$ cat config.mk
export PLATFORM = sky130hd
export DESIGN_NAME = data_axi_bridge
export DESIGN_NICKNAME = d
export VERILOG_FILES = /design/src/rtl/data_axi_bridge_pkg.sv /design/src/rtl/data_axi_bridge_wstrb_gen.sv /design/src/rtl/data_axi_bridge.sv
export SDC_FILE = /design/constraint.sdc
export NUM_CORES = 1
export LEC_CHECK = 0
export ABC_AREA = 1
export BUFFER_PORTS_ARGS = -buffer_cell sky130_fd_sc_hd__buf_2
export CORE_AREA = 3 3 121 123
export CTS_CLUSTER_DIAMETER = 100
export CTS_CLUSTER_SIZE = 8
export DETAILED_ROUTE_END_ITERATION = 10
export DIE_AREA = 0 0 124 126
export PLACE_DENSITY = 0.69
export SYNTH_ARGS = -nofsm -noshare
export SYNTH_HDL_FRONTEND = slang
export SYNTH_SLANG_ARGS = --single-unit
$ cat constraint.sdc
create_clock -name clk -period 1.5 [get_ports clk]
set_input_delay 0.3 -clock clk [delete_from_list [all_inputs] [get_ports clk]]
set_output_delay 0.3 -clock clk [all_outputs]
set_load 0.01 [all_outputs]
$ cat src/rtl/data_axi_bridge_pkg.sv
// Shared definitions for the data-side SRAM-to-AXI bridge: FSM states,
// fixed AXI field values, SRAM size encodings and the AXI size helper.
package data_axi_bridge_pkg;

    // Bridge FSM states; one outstanding transaction at a time.
    typedef enum logic [2:0] {
        ST_IDLE    = 3'd0,
        ST_RD_ADDR = 3'd1,
        ST_RD_DATA = 3'd2,
        ST_WR      = 3'd3,
        ST_WR_RESP = 3'd4,
        ST_DONE    = 3'd5
    } state_e;

    // Transaction ID used on AR, AW and W for all data-side traffic.
    localparam logic [3:0] DATA_AXI_ID    = 4'd1;

    // Single-beat incrementing bursts only.
    localparam logic [1:0] AXI_BURST_INCR = 2'b01;
    localparam logic [7:0] AXI_LEN_SINGLE = 8'd0;

    // SRAM-side transfer size encodings.
    localparam logic [1:0] SIZE_BYTE      = 2'd0;
    localparam logic [1:0] SIZE_HALF      = 2'd1;
    localparam logic [1:0] SIZE_WORD      = 2'd2;

    // AXI AxSIZE is the SRAM size zero-extended to three bits.
    function automatic logic [2:0] axi_size(input logic [1:0] size);
        return {1'b0, size};
    endfunction

endpackage

$ cat src/rtl/data_axi_bridge_wstrb_gen.sv
// Byte-lane strobe decode for a single write beat from size and the low
// two address bits.
module wstrb_gen
    import data_axi_bridge_pkg::*;
(
    input  logic [1:0] size_i,
    input  logic [1:0] addr_lo_i,
    output logic [3:0] wstrb_o
);

    // Select the active byte lanes for byte, halfword or word writes.
    always_comb begin
        // NOTE: default assignment first so every path drives wstrb_o and no latch is inferred.
        wstrb_o = 4'b1111;
        case (size_i)
            SIZE_BYTE: wstrb_o = 4'b0001 << addr_lo_i;
            SIZE_HALF: wstrb_o = 4'b0011 << {addr_lo_i[1], 1'b0};
            default:   wstrb_o = 4'b1111;
        endcase
    end

endmodule

$ cat src/rtl/data_axi_bridge.sv
// Data-side SRAM-like to AXI bridge. Accepts one request in IDLE, issues a
// single-beat AXI read or write, and reports completion with a one-cycle
// data_ok pulse before returning to IDLE.
module data_axi_bridge
    import data_axi_bridge_pkg::*;
(
    input  logic        clk,
    input  logic        reset,

    // SRAM-like request side
    input  logic        wrap_data_req,
    input  logic        wrap_data_wr,
    input  logic [1:0]  wrap_data_size,
    input  logic [31:0] wrap_data_addr,
    input  logic [31:0] wrap_data_wdata,
    output logic        wrap_data_addr_ok,
    output logic        wrap_data_data_ok,
    output logic [31:0] wrap_data_rdata,

    // AXI read address channel
    output logic [3:0]  arid,
    output logic [31:0] araddr,
    output logic [7:0]  arlen,
    output logic [2:0]  arsize,
    output logic [1:0]  arburst,
    output logic [1:0]  arlock,
    output logic [3:0]  arcache,
    output logic [2:0]  arprot,
    output logic        arvalid,
    input  logic        arready,

    // AXI read data channel
    input  logic [3:0]  rid,
    input  logic [31:0] rdata,
    input  logic [1:0]  rresp,
    input  logic        rlast,
    input  logic        rvalid,
    output logic        rready,

    // AXI write address channel
    output logic [3:0]  awid,
    output logic [31:0] awaddr,
    output logic [7:0]  awlen,
    output logic [2:0]  awsize,
    output logic [1:0]  awburst,
    output logic [1:0]  awlock,
    output logic [3:0]  awcache,
    output logic [2:0]  awprot,
    output logic        awvalid,
    input  logic        awready,

    // AXI write data channel
    output logic [3:0]  wid,
    output logic [31:0] wdata,
    output logic [3:0]  wstrb,
    output logic        wlast,
    output logic        wvalid,
    input  logic        wready,

    // AXI write response channel
    input  logic [3:0]  bid,
    input  logic [1:0]  bresp,
    input  logic        bvalid,
    output logic        bready
);

    state_e      state_q;
    logic        wr_q;
    logic [1:0]  size_q;
    logic [31:0] addr_q;
    logic [31:0] wdata_q;
    logic [31:0] rdata_q;
    logic        arvalid_q;
    logic        rready_q;
    logic        awvalid_q;
    logic        wvalid_q;
    logic        bready_q;
    logic        data_ok_q;
    logic        aw_done_q;
    logic        w_done_q;

    logic        aw_hs;
    logic        w_hs;
    logic        aw_done_d;
    logic        w_done_d;

    // Response IDs and error codes are deliberately ignored; a transaction
    // always completes normally whatever the slave reports.
    logic        unused_resp;
    assign unused_resp = ^{rid, rresp, rlast, bid, bresp};

    // Write-phase handshakes; AW and W complete independently and may land
    // in the same cycle, so the "done" view includes this cycle's handshake.
    assign aw_hs     = awvalid_q & awready;
    assign w_hs      = wvalid_q & wready;
    assign aw_done_d = aw_done_q | aw_hs;
    assign w_done_d  = w_done_q | w_hs;

    // Bridge FSM with registered channel controls and latched request fields.
    always_ff @(posedge clk) begin
        // NOTE: sequential state uses non-blocking assignments so every register samples pre-edge values.
        if (reset) begin
            state_q   <= ST_IDLE;
            wr_q      <= 1'b0;
            size_q    <= 2'd0;
            addr_q    <= 32'd0;
            wdata_q   <= 32'd0;
            rdata_q   <= 32'd0;
            arvalid_q <= 1'b0;
            rready_q  <= 1'b0;
            awvalid_q <= 1'b0;
            wvalid_q  <= 1'b0;
            bready_q  <= 1'b0;
            data_ok_q <= 1'b0;
            aw_done_q <= 1'b0;
            w_done_q  <= 1'b0;
        end else begin
            case (state_q)
                ST_IDLE: begin
                    if (wrap_data_req && wrap_data_addr_ok) begin
                        wr_q    <= wrap_data_wr;
                        size_q  <= wrap_data_size;
                        addr_q  <= wrap_data_addr;
                        wdata_q <= wrap_data_wdata;
                        if (wrap_data_wr) begin
                            state_q   <= ST_WR;
                            awvalid_q <= 1'b1;
                            wvalid_q  <= 1'b1;
                            aw_done_q <= 1'b0;
                            w_done_q  <= 1'b0;
                        end else begin
                            state_q   <= ST_RD_ADDR;
                            arvalid_q <= 1'b1;
                        end
                    end
                end
                ST_RD_ADDR: begin
                    if (arready) begin
                        arvalid_q <= 1'b0;
                        rready_q  <= 1'b1;
                        state_q   <= ST_RD_DATA;
                    end
                end
                ST_RD_DATA: begin
                    if (rvalid) begin
                        rready_q  <= 1'b0;
                        rdata_q   <= rdata;
                        data_ok_q <= 1'b1;
                        state_q   <= ST_DONE;
                    end
                end
                ST_WR: begin
                    if (aw_hs) begin
                        awvalid_q <= 1'b0;
                        aw_done_q <= 1'b1;
                    end
                    if (w_hs) begin
                        wvalid_q <= 1'b0;
                        w_done_q <= 1'b1;
                    end
                    if (aw_done_d && w_done_d) begin
                        bready_q <= 1'b1;
                        state_q  <= ST_WR_RESP;
                    end
                end
                ST_WR_RESP: begin
                    if (bvalid) begin
                        bready_q  <= 1'b0;
                        rdata_q   <= 32'd0;
                        data_ok_q <= 1'b1;
                        state_q   <= ST_DONE;
                    end
                end
                ST_DONE: begin
                    data_ok_q <= 1'b0;
                    aw_done_q <= 1'b0;
                    w_done_q  <= 1'b0;
                    state_q   <= ST_IDLE;
                end
                default: begin
                    state_q <= ST_IDLE;
                end
            endcase
        end
    end

    // Request side: accept only in IDLE and never while reset is held.
    assign wrap_data_addr_ok = (state_q == ST_IDLE) && !reset;
    assign wrap_data_data_ok = data_ok_q & ~reset;
    assign wrap_data_rdata   = rdata_q;

    // Read address channel
    assign arid    = DATA_AXI_ID;
    assign araddr  = addr_q;
    assign arlen   = AXI_LEN_SINGLE;
    assign arsize  = axi_size(size_q);
    assign arburst = AXI_BURST_INCR;
    assign arlock  = 2'd0;
    assign arcache = 4'd0;
    assign arprot  = 3'd0;
    assign arvalid = arvalid_q & ~reset;
    assign rready  = rready_q & ~reset;

    // Write address channel
    assign awid    = DATA_AXI_ID;
    assign awaddr  = addr_q;
    assign awlen   = AXI_LEN_SINGLE;
    assign awsize  = axi_size(size_q);
    assign awburst = AXI_BURST_INCR;
    assign awlock  = 2'd0;
    assign awcache = 4'd0;
    assign awprot  = 3'd0;
    assign awvalid = awvalid_q & ~reset;

    // Write data channel
    assign wid     = DATA_AXI_ID;
    assign wdata   = wdata_q;
    assign wlast   = 1'b1;
    assign wvalid  = wvalid_q & ~reset;
    assign bready  = bready_q & ~reset;

    wstrb_gen u_wstrb_gen (
        .size_i    (size_q),
        .addr_lo_i (addr_q[1:0]),
        .wstrb_o   (wstrb)
    );

    // The write flag is kept for debug visibility of the latched request.
    logic unused_wr;
    assign unused_wr = wr_q;

endmodule

; Yosys cells after proc, flatten, opt, wreduce, memory -nomap -nowiden
; Index checks and enable logic that the tools add are counted.
[totals]
in_bits = 120
wordCells = 101
ff_bits = 109
[classes]
reduce_logical = 24
n_shift = 2
bitwise = 11
mux = 36
eq_ne = 15
[op_table]
columns = operator, n
row1 = two-way mux 32 bit, 2
row2 = case mux 32 bit (2 select lines), 1
row3 = AND reduction 4 bit, 5
row4 = inequality test 2 bit (second input constant), 9
row5 = two-way mux 1 bit, 17
row6 = two-way mux 3 bit, 5
row7 = case mux 3 bit (5 select lines), 1
row8 = AND reduction 3 bit, 4
row9 = case mux 1 bit (2 select lines), 5
row10 = nonzero test 2 bit, 5
row11 = case mux 1 bit (3 select lines), 3
row12 = bitwise AND 1 bit, 8
row13 = case mux 4 bit (2 select lines), 1
row14 = equality test 3 x 2 -> 1 bit (second input constant), 2
row15 = equality test 3 bit (second input constant), 2
row16 = nonzero test 3 bit, 2
row17 = AND reduction 5 bit, 1
row18 = left shift 1 x 2 -> 4 bit (first input constant), 1
row19 = left shift 2 x 2 -> 4 bit (first input constant), 1
row20 = equality test 3 x 1 -> 1 bit (second input constant), 1
row21 = logical AND 1 bit, 3
row22 = zero test 3 bit, 1
row23 = equality test 2 x 1 -> 1 bit (second input constant), 1
row24 = zero test 2 bit, 1
row25 = other kinds (5), 6

; Longest topological paths before layout
; Gate-level depths: netlist of run 1.
[depth]
ltp_word = 5
depth_mapped = 9

; By module
; Synthesis of run 1 repeated with hierarchy kept, for this count alone.
[hier_totals]
hier_cells = 742
area_unflattened_um2 = 5297.6
[modules_own_cells]
columns = mod, area_per_inst_um2, n_inst, cells_per_inst, seq_area_each_um2
row1 = data_axi_bridge, 5247.5, 1, 730, 2182.1
row2 = wstrb_gen, 50.0, 1, 12, 0.0

; Worst setup path after synthesis of run 1
; No wires, ideal clock.
[synth_path]
path_kind = flip-flop to flip-flop
startpoint = register state_q[1]
endpoint = register addr_q[15] (netlist: araddr[15])
setup_ns = 0.116
t_arrival_ns = 1.207
synth_period_minus_slack_ns = 1.323
setup_slack_ns = 0.177
stages_incl_launch_ff = 7
path_cell_list = dfxtp_1 -> nor2_4 -> nand2_2 -> nor3_4 -> buf_4 -> buf_2 -> o21ai_1
[synth_via]
elab_chain_len = 4
[synth_rtl]
columns = element, line_no
row1 = from (decl), data_axi_bridge.sv:67  ; state_e state_q;
row2 = from (signal assigned), data_axi_bridge.sv:103  ; state_q <= ST_IDLE;
row3 = from (signal assigned), data_axi_bridge.sv:126  ; state_q <= ST_WR;
row4 = from (signal assigned), data_axi_bridge.sv:132  ; state_q <= ST_RD_ADDR;
row5 = zero test 3 bit (*), n/a
row6 = logical AND 1 bit, data_axi_bridge.sv:188  ; assign wrap_data_addr_ok = (state_q == ST_IDLE) && !reset;
row7 = logical AND 1 bit, data_axi_bridge.sv:120  ; if (wrap_data_req && wrap_data_addr_ok) begin
row8 = AND reduction 2 bit (no source line) (*), n/a
row9 = to (signal assigned), data_axi_bridge.sv:123  ; addr_q <= wrap_data_addr;
row10 = to (decl), data_axi_bridge.sv:70  ; logic [31:0] addr_q;
; Every way passes the cells marked *; elsewhere a longest branch is shown, timed or not.
; A chain may end at the register's enable or synchronous reset.

; Worst setup path in the final report of run 1
[layout_path]
startpoint = register state_q[0]
endpoint = output port wrap_data_addr_ok
[layout_via]
elab_chain_len = 2
[layout_rtl]
columns = element, line_no
row1 = zero test 3 bit, n/a
row2 = logical AND 1 bit, data_axi_bridge.sv:188
row3 = to (decl), data_axi_bridge.sv:16  ; output logic wrap_data_addr_ok,
; Every way passes these cells.

==> flow_metrics.tcl, run 1 <==
set metrics [dict create \
    yosysSeqAreaShare_pct 45.38 \
    power.density_nw_per_um2 1687 \
    synth_area_leader_cell "dfxtp_1" \
    crit_end "wrap_data_addr_ok" \
    p_leak_uw 0.003181 \
    drt_pass1_iterations 4 \
    maxSlewViolCount 0 \
    hpwl_mm 9.521 \
    rsz0062_at_grt "true" \
    syn_area_per_cell_um2 7.478 \
    root_buffer "clkbuf_16" \
    insertion_delay_ns 0.34 \
    synthTopCellsByArea "dfxtp_1 45%, buf_4 15%, nand2_1 15%, nand3_1 4.4%, o21ai_0 4.4%" \
    cp_max_fo 6 \
    regArea_um2 2193 \
    clk_path_buf_depth 2 \
    final-setup-viol-count 0 \
    drtAntennaViolNets 0 \
    irDropWorstVdd_mv 0.5642 \
    drc 0 \
    timing.rr.start "state_q[0]" \
    synthCells 643 \
    synth_seq_cells 109 \
    timing.rr.end "wrap_data_rdata[2]" \
    cts_tree "yes" \
    start_util_pct 34.91 \
    grt_overflow_total 0 \
    area_growth_pct 32.24 \
    r2r_cells 8 \
    fillers 1408 \
    final.setup.worst_slack_ns 0.03524 \
    core-area_um2 13770 \
    fin_nets 981 \
    grt_pass1_wl_mm 19.38 \
    status "complete, no violations" \
    wl_per_cell_um 12.38 \
    syn-cell-area_um2 4808 \
    vias 4510 \
    fin_crit_sh_pct 97.65 \
    port-buffer-count 249 \
    diodes 0 \
    path_class "reg -> out" \
    async_flop_share_pct 0 \
    h-tree-depth 3 \
    maxCapViolCount 0 \
    dp_slack_ns -0.01172 \
    hold_buffers 0 \
    hp-class "in -> reg" \
    fin_crit_ns 1.465 \
    drive_gt1_share_pct 36.84 \
    die_area_um2 15620 \
    yosysTopAreaCellShare_pct 45.38 \
    dr.first_iter.drc_count 211 \
    rows 43 \
    synth_edf_count 0 \
    clk_pin_slew_worst_paths_ns 0.07 \
    worstSetupStartpoint "state_q[0]" \
    r2r_slack_ns 0.06 \
    die_y_um 126 \
    die_w_um 124 \
    cts_made_buffers 9 \
    post-route-util_pct 46.17 \
    worst_ep_arrival_time_ns 1.16 \
    fmax_mhz 682.7 \
    vias_per_cell 4.312 \
    crit_path_start_kind "flip-flop" \
    multiInputGateArea_um2 1936 \
    drt-total-wl_mm 12.95 \
    cp-end-kind "primary output" \
    synth_warnings 0 \
    track_usage_pct 15.40 \
    synth.distinct_cells 21 \
    grt_max_degree 41 \
    clock-skew-final_ns 0.01023 \
    crit_required_ns 1.20 \
    layout_common_cells "249 x buf_2, 188 x nand2_1, 104 x dfxtp_1" \
    final_common_cell "buf_2" \
    yosys_most_used_dff "dfxtp_1" \
    grt_pass1_vias 3858 \
    clock-sinks 109 \
    hold_viol 0 \
    ios 316 \
    place_congestion 0.8222 \
    antenna_found_initial 0 \
]
==> per-layer routing <==
layer | vias up | part of all wire [%] | global-route usage (%)
li1 | 2345 | - | -
met1 | 1987 | 43 | 20.02
met2 | 160 | 49 | 25.04
met3 | 18 | 6.7 | 2.784
met4 | 0 | 2.1 | 6.379
met5 | - | 0 | 0
==> cells in the mapped netlist, types with 3 or more instances <==
cell / number
o31ai_1: 3
a21oi_1: 40
buf_2: 8
nand3_1: 42
o21ai_0: 42
inv_2: 4
clkbuf_1: 16
dfxtp_1: 109
o21ai_1: 29
buf_4: 98
inv_1: 18
nand2_1: 191
nor2_1: 32
==> cell families after synthesis <==
group / synth area share (%)
and+or+nand+nor: 23.13
AOI/OAI and AO/OA: 12.15
DFF: 45.38
buffers and inverters: 19.18
other: 0.1562
==> per-stage QoR <==
step	power (uW)	setup TNS, ns	std cells	hold WS (ns)	instance area (um^2)
after global routing	11520	-0.1479	1046	0.1457	6359
after detailed placement	8032	-0.01172	1021	0.4467	5889
final	10720	0	1046	0.1498	6359
after floorplan	6742	0	694	0.4127	5000
after global placement	8000	0	1021	0.4480	5889
after CTS	10440	0	1041	0.1320	6207
==> worst max-delay path, stage by stage, from the launching register on <==
cell and delay (ns):
dfxtp_4 0.35, nor2_4 0.15, nand2_4 0.11, nor2_2 0.08, buf_2 0.13
==> timing repair <==
action,in CTS,in global routing
endpoints found under the setup margin,4,33
gates resized for setup,4,17
buffers inserted,4,2
gates cloned,0,3
pin swaps,2,4
==> worst min path at each step <==
stage,cells after the start,from,slack [ns],end
2_1_floorplan,2,wrap_data_addr[0],0.41,araddr[0]
5_1_grt,3,wrap_data_addr[6],0.15,araddr[6]
3_3_place_gp,2,rready_q,0.45,rready_q
3_5_place_dp,2,rready_q,0.45,rready_q
4_1_cts,3,wrap_data_addr[2],0.13,araddr[2]
6_report,3,wrap_data_wdata[27],0.15,wdata[27]
==> where the power goes <==
part | switching, uW | internal (uW) | total, uW
combinational | 2470 | 1960 | 4430
clock | 1070 | 1180 | 2250
sequential | 422 | 3620 | 4040
total | 3960 | 6760 | 10700
==> sequential cells by signal (all words and copies together), names as in the netlist <==
register / flops
araddr: 32
wdata: 32
wrap_data_rdata: 32
state_q: 3
size_q: 2
arvalid_q: 1
aw_done_q: 1
awvalid_q: 1
bready_q: 1
data_ok_q: 1
rready_q: 1
w_done_q: 1
wvalid_q: 1
==> cell type report <==
type,count,share of cell area (%)
multi-input cells,440,30.44
inverters,22,1.299
well taps,180,3.542
flip-flops and latches,109,34.49
repair buffers,279,25.86
clock buffers,12,3.876
clock inverters,4,0.4919
Note: power is estimated with default switching activity, not from simulation.
==> run 2: changes to the inputs <==
Settings changed: PLACE_DENSITY 0.69 to unset, PLACE_DENSITY_LB_ADDON set to 0.12, SLEW_MARGIN set to 20.
==> flow_metrics.tcl, run 2 (synthesized netlist as in run 1, its figures left out) <==
set metrics [dict create \
    status "finished, violations left" \
    violations "negative setup slack" \
    hp-class "in -> reg" \
    die_y_um 126 \
    final_common_cell "buf_2" \
    cp-end-kind "flip-flop" \
    worst_ep_arrival_time_ns 1.83 \
    timing.hold.ws_ns 0.1473 \
    worstPathCellList "nor2_4 > nand2_4 > buf_6 > nor3_4 > buf_12 > clkbuf_16 > clkbuf_16 > nand2_2 > o21ai_1" \
    path_class "reg -> reg" \
    port-buffer-count 249 \
    maxSlewViolCount 0 \
    numPlacedInstances 1018 \
    drtAntennaViolNets 0 \
    fin_nets 995 \
    p_switching_uw 4311 \
    final-setup-viol-count 47 \
    swShare_pct 37.73 \
    power.density_nw_per_um2 1672 \
    clk_path_buf_depth 2 \
    die_area_um2 15620 \
    cts_made_buffers 9 \
    cts_tree "yes" \
    cp_max_fo 6 \
    clock-skew-final_ns 0.008950 \
    root_buffer "clkbuf_16" \
    grt_pass1_vias 4260 \
    start_util_pct 34.91 \
    irDropWorstVdd_mv 0.7273 \
    grt_overflow_total 0 \
    p_int_uw 7116 \
    rows 43 \
    slowest_stage "dfxtp_4" \
    grt_pass1_wl_mm 20.86 \
    clk_pin_slew_worst_paths_ns 0.07 \
    layout_common_cells "248 x buf_2, 157 x nand2_1, 103 x dfxtp_1" \
    die_w_um 124 \
    track_usage_pct 16.62 \
    hold_viol 0 \
    antenna_found_initial 1 \
    post-route-util_pct 49.62 \
    fmax_mhz 648.1 \
    fin_crit_ns 1.543 \
    drive_gt1_share_pct 43.98 \
    vias_per_cell 4.479 \
    rsz0062_at_grt "true" \
    vias 4752 \
    drc 0 \
    maxCapViolCount 0 \
    crit_path_start_kind "flip-flop" \
    wl_per_cell_um 13.76 \
    fin_tns_setup_ns -0.8717 \
    place_congestion 0.8221 \
    fin_cells 1061 \
    crit_top_cell "clkbuf_16" \
    fin_crit_sh_pct 102.9 \
    cp_top_family "buffers and inverters" \
    cp_slowest_stage_delay_ns 0.36 \
    p_comb_share_pct 44.4 \
    fillers 1404 \
    hpwl_mm 9.924 \
    grt_max_degree 67 \
    p_leak_uw 0.003382 \
    clock-sinks 109 \
    dr.first_iter.drc_count 160 \
    area_growth_pct 42.13 \
    core-area_um2 13770 \
    critPathBufInv 4 \
    crit_required_ns 1.78 \
    sequentialPowerShare_pct 35.4 \
    ios 316 \
    final.setup.worst_slack_ns -0.04304 \
    p_clk_share_pct 20.2 \
    h-tree-depth 3 \
    drt-total-wl_mm 14.60 \
    drt_pass1_iterations 4 \
    insertion_delay_ns 0.35 \
]
==> run 2: layout make-up <==
cell class / instances / area [um^2] / share of cell area [%]
Timing Repair Buffer: 293 / 1926 / 28.18
Clock buffer: 10 / 239.0 / 3.497
Sequential cell: 109 / 2197 / 32.15
Clock inverter: 6 / 46.29 / 0.6774
Multi-Input combinational cell: 440 / 2116 / 30.96
Inverter: 22 / 82.58 / 1.208
Tap cell: 180 / 225.2 / 3.295
Antenna cell: 1 / 2.502 / 0.03662
==> run 2: power by group through the flow <==
stage	clock network, uW	logic, uW	registers, uW
after global routing	2510	5570	4150
after floorplan	0	2400	4340
final	2310	5070	4050
after global placement	0	3890	4080
after detailed placement	0	3940	4090
after CTS	2400	4010	4050
==> run 2: final timing paths <==
check,slack (ns),start,cells past startpoint,end
worst min register to register,0.46,wrap_data_rdata[7],2,wrap_data_rdata[7]
worst min-delay path,0.15,wrap_data_wdata[14],3,wdata[14]
worst max-delay path,-0.04,state_q[1],9,wdata[3]
worst max register to register,-0.04,state_q[1],9,wdata[3]
==> run 2: metal layers <==
| metal | up-vias | GRT usage, % | wire length, um |
|---|---|---|---|
| li1 | 2382 | - | - |
| met3 | 19 | 5.927 | 1323 |
| met4 | 0 | 5.735 | 242 |
| met1 | 2163 | 20.07 | 5850 |
| met5 | - | 0 | 0 |
| met2 | 188 | 27.27 | 7180 |
==> run 2: what timing repair did <==
action,4_1_cts,5_1_grt
pin swaps,3,11
gates resized for setup,8,103
setup endpoints to repair,5,97
cloned,0,12
hold buffers,0,0
buffers inserted,3,12
==> run 2: worst reg2reg max path, cell delays in order (launching register included) <==
cell	delay (ns)
dfxtp_4	0.36
nor2_4	0.14
nand2_4	0.08
buf_6	0.13
nor3_4	0.21
buf_12	0.17
clkbuf_16	0.15
clkbuf_16	0.14
nand2_2	0.04
o21ai_1	0.06
==> run 2: through the flow <==
stage | power, uW | setup WS (ns) | area, um^2
after floorplan | 6742 | 0.1770 | 5000
after global placement | 7964 | 0.08495 | 5867
after CTS | 10460 | 0.005560 | 6182
after global routing | 12230 | -0.1273 | 6834
final | 11430 | -0.04304 | 6834
after detailed placement | 8031 | 0.01991 | 5867
==> run 3: changes to the inputs <==
Settings changed: CELL_PAD_IN_SITES_DETAIL_PLACEMENT set to 1, CELL_PAD_IN_SITES_GLOBAL_PLACEMENT set to 2, CORE_AREA 3 3 121 123 to unset, CORE_MARGIN set to 3, CORE_UTILIZATION set to 21, DIE_AREA 0 0 124 126 to unset, HOLD_SLACK_MARGIN set to 0.15, RECOVER_POWER set to 25.
==> flow_metrics.tcl, run 3 (synthesized netlist as in run 1, its figures left out) <==
set metrics [dict create \
    status "finished, violations left" \
    violations "negative setup slack" \
    fmax_mhz 630.5 \
    layout_common_cells "212 x buf_2, 148 x nand2_1, 103 x dfxtp_1" \
    post-route-util_pct 35.17 \
    root_buffer "clkbuf_16" \
    p_leak_uw 0.003637 \
    drc 0 \
    grt_pass1_vias 5042 \
    final.setup.worst_slack_ns -0.08611 \
    irDropWorstVdd_mv 0.6268 \
    path_class "reg -> reg" \
    cp-end-kind "flip-flop" \
    place_congestion 0.7258 \
    die_y_um 157.3 \
    rsz0062_at_grt "true" \
    cp_max_fo 10 \
    area_growth_pct 62.11 \
    r2r_slack_ns -0.09 \
    hpwl_mm 12.69 \
    cts_tree "yes" \
    start_util_pct 21.70 \
    fin_cells 1222 \
    wl_per_cell_um 15.87 \
    use_met3_pct 4.234 \
    clock-skew-final_ns 0.009647 \
    grtUsageMet1_pct 14.41 \
    vias 5060 \
    min_path_cells 3 \
    min_to "wdata[8]" \
    worst_ep_arrival_time_ns 1.82 \
    insertion_delay_ns 0.35 \
    diodes 0 \
    post-route-cell-area_um2 7795 \
    min-delay-start "wrap_data_wdata[8]" \
    fin_crit_ns 1.586 \
    grtUsageMet2_pct 24.96 \
    grt_overflow_total 0 \
    grt_most_used_layer "met2" \
    timing.rr.end "wdata[14]" \
    port-buffer-count 249 \
    cts_made_buffers 9 \
    rows 54 \
    die_area_um2 24750 \
    antenna_found_initial 0 \
    numPlacedInstances 1121 \
    grt_max_degree 65 \
    timing.rr.start "state_q[1]" \
    hp-class "in -> reg" \
    dr.first_iter.drc_count 103 \
    die_w_um 157.3 \
    drt-total-wl_mm 19.40 \
    final-setup-viol-count 78 \
    crit_path_start_kind "flip-flop" \
    ios 316 \
    r2r_cells 8 \
    track_usage_pct 13.29 \
    fin_nets 1058 \
    placed_area_um2 6002 \
    hold_viol 0 \
    vias_per_cell 4.141 \
    power.density_nw_per_um2 1571 \
    clk_path_buf_depth 2 \
    h-tree-depth 3 \
    drtAntennaViolNets 0 \
    clk_pin_slew_worst_paths_ns 0.08 \
    drt_pass1_iterations 4 \
    crit_required_ns 1.73 \
    maxCapViolCount 0 \
    final_common_cell "buf_2" \
    drive_gt1_share_pct 41.61 \
    clock-sinks 109 \
    grt_pass1_wl_mm 26.29 \
    core-area_um2 22160 \
    maxSlewViolCount 0 \
    fin_crit_sh_pct 105.7 \
]
run 3: changes by cell type in the layout (fill, tap and decap cells not counted), sizes merged:
cell         previous run  this run
buf                   283       254
bufinv                  0         1
clkbuf                 20        61
clkinv                  3         1
clkinvlp                1         3
diode                   1         0
dlygate4sd3             0        51
inv                    24        22
run 3: report_power, final:
group | switching [uW] | internal, uW
Sequential | 451 | 3630
Clock | 1170 | 1340
Combinational | 3080 | 2580
run 3: stage by stage:
stage          TNS, ns  hold WS (ns)  setup WS, ns  total power (uW)
5_1_grt         -12.18        0.1628       -0.1752             13120
3_3_place_gp         0        0.4420      0.005422              8130
3_5_place_dp   -0.1196        0.4520      -0.02381              8239
4_1_cts        -0.5829        0.1513      -0.04630             11130
6_report        -3.739        0.1625      -0.08611             12250
2_1_floorplan        0        0.4127        0.1770              6742
run 3: routing by layer:
metal	share of wire, %	vias up	wire length (um)
li1	-	2513	-
met1	40	2387	7743
met2	53	147	10300
met3	5.9	13	1147
met4	1.1	0	211
met5	0	-	0
run 3: worst max path at each step:
stage	end	slack, ns	startpoint
6_report	wdata[14]	-0.09	state_q[1]
5_1_grt	araddr[27]	-0.18	state_q[1]
4_1_cts	wrap_data_addr_ok	-0.05	state_q[0]
3_5_place_dp	wdata[15]	-0.02	state_q[0]
3_3_place_gp	wdata[4]	0.005	state_q[1]
2_1_floorplan	araddr[15]	0.18	state_q[1]
run 3: area by class of cell:
class / instances / area, um^2
clock inverters: 5 / 61.31
multi-input cells: 440 / 2265
clock buffers: 10 / 239.0
repair buffers: 356 / 2595
fillers: 2703 / 14370
flip-flops and latches: 109 / 2202
inverters: 22 / 82.58
well taps: 280 / 350.3
run 3: repair_timing:
item,in CTS,in global routing
pin swaps,2,18
cloned,1,21
hold buffers,51,0
endpoints found under the hold margin,51,0
setup buffers,6,7
resized for setup,14,150
setup endpoints to repair,73,107
run 3: worst max-delay path, stage by stage (launching register included):
cell and delay, ns:
dfxtp_4 0.36, nor2_4 0.13, nand2_4 0.06, buf_6 0.13, nor3_4 0.22, buf_12 0.17
clkbuf_16 0.18, buf_8 0.14, o21ai_0 0.07
